`config.mk`:
```
export PLATFORM = sky130hd
export DESIGN_NAME = seq_merge_4b_5to1
export DESIGN_NICKNAME = d
export VERILOG_FILES = /design/src/rtl/seq_merge_4b_5to1.sv
export SDC_FILE = /design/constraint.sdc
export NUM_CORES = 1
export LEC_CHECK = 0
export ABC_AREA = 1
export CAP_MARGIN = 20
export CORE_ASPECT_RATIO = 1.2
export CORE_UTILIZATION = 38
export DETAILED_ROUTE_END_ITERATION = 10
export PLACE_DENSITY_LB_ADDON = 0.12
export SLEW_MARGIN = 40
export SYNTH_ARGS = -nofsm -noshare
export SYNTH_HDL_FRONTEND = slang
export SYNTH_SLANG_ARGS = --single-unit
```
`constraint.sdc`:
```
create_clock -name clk -period 2.4 [get_ports clk]
set_clock_uncertainty 0.1 [all_clocks]
set_input_delay 0.36 -clock clk [delete_from_list [all_inputs] [get_ports clk]]
set_output_delay 0.36 -clock clk [all_outputs]
set_load 0.1 [all_outputs]
```
`src/rtl/seq_merge_4b_5to1.sv`:
```
// Five-source, 4-bit merge into a single-entry registered output with valid/ready handshakes.
// Arbitration is fixed priority by default; define SEQ_MERGE_RR_EN for round-robin.
module seq_merge_4b_5to1 (
    input  logic       clk,
    input  logic       reset,
    input  logic [3:0] in0,
    input  logic [3:0] in1,
    input  logic [3:0] in2,
    input  logic [3:0] in3,
    input  logic [3:0] in4,
    input  logic [4:0] in_val,
    output logic [4:0] in_rdy,
    output logic [3:0] out,
    output logic [2:0] out_sel,
    output logic       out_val,
    input  logic       out_rdy
);

    logic       slot_free;
    logic       win_any;
    logic [2:0] win_idx;
    logic [3:0] win_data;

`ifdef SEQ_MERGE_RR_EN
    logic [2:0] ptr;
    logic [2:0] cand;

    // Modulo-5 add for indices already in 0..4.
    function automatic logic [2:0] wrap_add(input logic [2:0] a, input logic [2:0] b);
        logic [3:0] s;
        s = {1'b0, a} + {1'b0, b};
        return (s >= 4'd5) ? 3'(s - 4'd5) : s[2:0];
    endfunction
`endif

    // The slot may be refilled in the same cycle it drains.
    assign slot_free = !out_val || out_rdy;
    assign win_any   = |in_val;

    always_comb begin
        // NOTE: every always_comb output gets a default first so no path infers a latch.
        win_idx = 3'd0;
`ifdef SEQ_MERGE_RR_EN
        cand = 3'd0;
        // Scan from the farthest offset down so the nearest valid source after ptr wins.
        for (int k = 4; k >= 0; k--) begin
            cand = wrap_add(ptr, 3'(k));
            if (in_val[cand]) win_idx = cand;
        end
`else
        for (int k = 4; k >= 0; k--) begin
            if (in_val[k]) win_idx = 3'(k);
        end
`endif
    end

    always_comb begin
        win_data = 4'd0;
        case (win_idx)
            3'd0:    win_data = in0;
            3'd1:    win_data = in1;
            3'd2:    win_data = in2;
            3'd3:    win_data = in3;
            3'd4:    win_data = in4;
            default: win_data = 4'd0;
        endcase
    end

    // Grant depends only on valids, slot state and ptr, never on payloads.
    assign in_rdy = (reset && slot_free && win_any) ? (5'b00001 << win_idx) : 5'b00000;

    // NOTE: sequential state uses non-blocking assignments so all registers update together.
    always_ff @(posedge clk or negedge reset) begin
        if (!reset) begin
            out     <= 4'd0;
            out_sel <= 3'd0;
            out_val <= 1'b0;
`ifdef SEQ_MERGE_RR_EN
            ptr     <= 3'd0;
`endif
        end else if (|in_rdy) begin
            out     <= win_data;
            out_sel <= win_idx;
            out_val <= 1'b1;
`ifdef SEQ_MERGE_RR_EN
            ptr     <= wrap_add(win_idx, 3'd1);
`endif
        end else if (out_val && out_rdy) begin
            out_val <= 1'b0;
        end
    end

endmodule
```
After elaboration in Yosys (flattened, before gate mapping)
Cells that the tools add are included.
{"block": "totals", "ff_bits": 8, "in_bits": 28, "out_inout_bits": 13, "elab_cells": 26}
{"block": "classes", "muxes": 9, "n_reduce_logical": 9, "n_shift": 1, "n_eq_ne": 4}
{"cell": "$pmux 4 s5", "n": 1}
{"cell": "$mux 3", "n": 5}
{"cell": "$reduce_or 5->1", "n": 2}
{"cell": "$eq 3x2->1 const B", "n": 2}
{"cell": "$mux 5", "n": 1}
{"cell": "$shl 1x3->5 const A", "n": 1}
{"cell": "$eq 3x1->1 const B", "n": 1}
{"cell": "$eq 3x3->1 const B", "n": 1}
{"cell": "$logic_and 1x1->1", "n": 3}
{"cell": "$logic_not 3->1", "n": 1}
{"cell": "$mux 1", "n": 2}
{"cell": "$reduce_bool 2->1", "n": 1}
{"cell": "$logic_not 1->1", "n": 1}
{"cell": "$logic_or 1x1->1", "n": 1}

Longest topological paths before layout
Gate-level depths: netlist (run 1).
{"block": "depth", "depth_word": 9, "mapped_depth": 8}

Worst setup path before layout (run 1)
No wires, ideal clock.
{"block": "synth_timing", "path_type": "register to output", "start": "reg out_val", "end": "out in_rdy[0]", "arrival_time_ns": 2.974, "path_stages_with_launch": 7, "setup_slack_ns": -1.034, "path_cell_list": "dfrtp_1 -> inv_1 -> nor2_1 -> nor2_1 -> nand2_4 -> buf_6 -> nor4_2"}
{"block": "synth_via", "elab_chain_len": 5}
{"element": "from (decl)", "line_no": "15", "rtl": "output logic out_val,"}
{"element": "from (signal assigned)", "line_no": "77", "rtl": "out_val <= 1'b0;"}
{"element": "from (signal assigned)", "line_no": "84", "rtl": "out_val <= 1'b1;"}
{"element": "from (signal assigned)", "line_no": "89", "rtl": "out_val <= 1'b0;"}
{"element": "$logic_not 1->1", "line_no": "37", "rtl": "assign slot_free = !out_val || out_rdy;"}
{"element": "$logic_or 1x1->1", "line_no": "37"}
{"element": "$logic_and 1x1->1 (2 in a row)", "line_no": "70", "rtl": "assign in_rdy = (reset && slot_free && win_any) ? (5'b00001 << win_idx) : 5'b00000;"}
{"element": "$mux 5", "line_no": "70"}
{"element": "to (decl)", "line_no": "12", "rtl": "output logic [4:0] in_rdy,"}
Every way passes these cells.

Final worst setup path (run 1)
{"block": "layout_timing", "start": "in in_val[0]", "end": "out in_rdy[0]"}
{"block": "layout_via", "elab_chain_len": 3}
{"element": "from (decl)", "line_no": "11", "rtl": "input logic [4:0] in_val,"}
{"element": "$reduce_or 5->1 or $mux 3 (tied branches)", "line_no": "38, 52"}
{"element": "$logic_and 1x1->1 or $shl 1x3->5 (tied branches)", "line_no": "70"}
{"element": "$mux 5 (*)", "line_no": "70"}
Mark *: on every way between the ends. The rest lies on a longest branch, timed or not.

==> metrics.txt, run 1 <==
status=finished clean; Iter 0 DRT Violations=20; commonest non-fill, non-tap cell in the layout=clkdlybuf4s50_1; max-capacitance violation count=0; most frequent cells in the layout=clkdlybuf4s50_1, nand2_1, nor2_1; NumNets Final=169; layout cell share with drive strength beyond 1=27.9%; Post-CTS Setup Bufs=0; RR Startpoint=out_val; CP startpoint kind=primary input; syn nets=around 120; TritonCTS clock tree=done; CTS Buf Count=3; critical path class=in -> out; Die X=approximately 40 um; Power Internal=0.000321 W; maximum achievable frequency=0.441 GHz; chip height=47.2 um; Initial Util=40.0%; Psw=0.000297 W; final wirelength=~1.6 mm; routability cong.=0.770; register area share after synthesis=30.9%; cts repair resizes=0; row count=16; #FFs+latches synth=8; minimum clock period=2270 ps; total negative slack=0 ps; clock root buffer=clkbuf_4; Antenna Cells=0; Sequential Power Share=around a quarter; Sink Count=8; area grow syn2layout=78.0%; Slew headroom=between 70% and 80%; WL/cell=between 10 and 15 um; DR DRC count=0; Finish-stage setup viols=0; global-route wire length before repair=2.48 mm; final hold vios=0; initial antenna violation count=0; Skew-Pair Late Insertion Delay=around 260 ps; detailed placement HPWL=1.39 mm; syn avg cell area=approximately 6.8 um^2; worst setup path startpoint=in_val[0]; cells after synthesis=96; Worst VDD drop=0.232 mV; CTS Hold Bufs=0; vias per inst=4.82; worst-case clock buffer depth=2; Worst Tran Pin Value=317 ps; WP data arrival=1810 ps; Yosys cell types=16; Clock power frac=18.0%; Power Density=536 nW/um^2; number of global-route vias before repair=633; Post-Syn Area=648 um^2; Antenna Violating Nets Remaining=0; io pins=41; crit path capture type=output pin; DRT Pass-1 Iters=4; crit path max fanout=17; Warnings, synthesis=0; via count=761; grt total ovfl=0; CP required=1940 ps; unrepaired setup endpoints after global routing=no; Die ar.=1880 um^2; largest net degree at the start of global routing=18; H-tree depth=1; Slew Viols, Final=0; Final Util=71.1%; period utilisation layout=94.5%; leak pwr=0.546 nW; Total GRT Usage=19.3%; Comb power frac=55.4%; switching power share of the total=around half; port buffer count=40; CTS clock-pin slew for the worst setup and hold paths=around 60 ps; Hold Crit Class=in -> async; Core ar.=1620 um^2
-- sequential cells by signal, summed over array words and instances (netlist names) --
signal	flops
out_val	1
out	4
out_sel	3
-- worst max-delay path, stage by stage --
cell             delay, ps
clkdlybuf4s50_1        480
nor2_4                 320
nand3_2                150
nand2_4                240
nor4_4                  80
buf_12                 170
-- worst paths after layout --
| kind | endpoint | slack [ps] | cells after the start |
|---|---|---|---|
| max in group asynchronous | out_val | 1750 | 2 |
| min in group clk | out_sel[2] | 390 | 2 |
| max reg2reg | out[0] | 890 | 8 |
| min | out_sel[1] | 310 | 2 |
| max | in_rdy[0] | 130 | 6 |
| min reg2reg | out_sel[2] | 390 | 2 |
-- per-layer routing --
| metal | track usage, % | routed length, um | up-vias |
|---|---|---|---|
| li1 | - | - | 393 |
| met1 | 22.3 | 654 | 330 |
| met2 | 35.4 | 821 | 33 |
| met3 | 1.42 | 84 | 5 |
| met4 | 8.28 | 34 | 0 |
| met5 | 0 | 0 | - |
-- synth_stat cells (all sizes together) --
master   n  share of area, %
nand2   29                21
nor2    23                15
nand3   14                12
inv     11               6.4
dfrtp    8                31
o21ai    5               4.4
nor3     3               4.6
buf      2               3.5
nor4     1               1.9
-- power groups by stage --
stage | registers (W) | logic, W | clock network (W)
after CTS | 0.000165 | 0.000345 | 0.000113
after global routing | 0.000167 | 0.000361 | 0.000122
after detailed placement | 0.000167 | 0.000344 | 0
after floorplan | 0.000306 | 0.0000992 | 0
after global placement | 0.000167 | 0.000341 | 0
final | 0.000165 | 0.000343 | 0.000111
-- stage by stage --
step	setup WS, ps	hold slack, ps	area, um^2	instances	power, W
floorplan	-257	-35.6	686	96	0.000406
global placement	173	377	1130	154	0.000507
detailed placement	123	380	1130	154	0.000512
CTS	122	311	1150	158	0.000623
global route	29.9	321	1150	158	0.000650
finish	131	307	1150	158	0.000619
-- final cells by class --
cell class / instances / area, um^2
fill: 139 / 468
timing repair buffer: 42 / 445
multi-input combinational: 75 / 414
sequential: 8 / 204
inverter: 11 / 41.3
clock buffer: 4 / 26.3
tap: 18 / 22.5
-- cell families after synthesis --
| logic type | synth area share, % |
|---|---|
| and+or+nand+nor | 54.8 |
| buffers and inverters | 9.85 |
| DFF | 30.9 |
| AOI/OAI and AO/OA | 4.44 |
Power figures use the tool's default switching activity.
==> run 2: changes to the inputs <==
--- a/config.mk
+++ b/config.mk
@@ -10,6 +10,7 @@
 export CORE_ASPECT_RATIO = 1.2
 export CORE_UTILIZATION = 38
 export DETAILED_ROUTE_END_ITERATION = 10
+export HOLD_SLACK_MARGIN = 0.03
 export PLACE_DENSITY_LB_ADDON = 0.12
 export SLEW_MARGIN = 40
 export SYNTH_ARGS = -nofsm -noshare
==> results of run 2 <==
Final layout, timing and power as in run 1 (identical DEF).
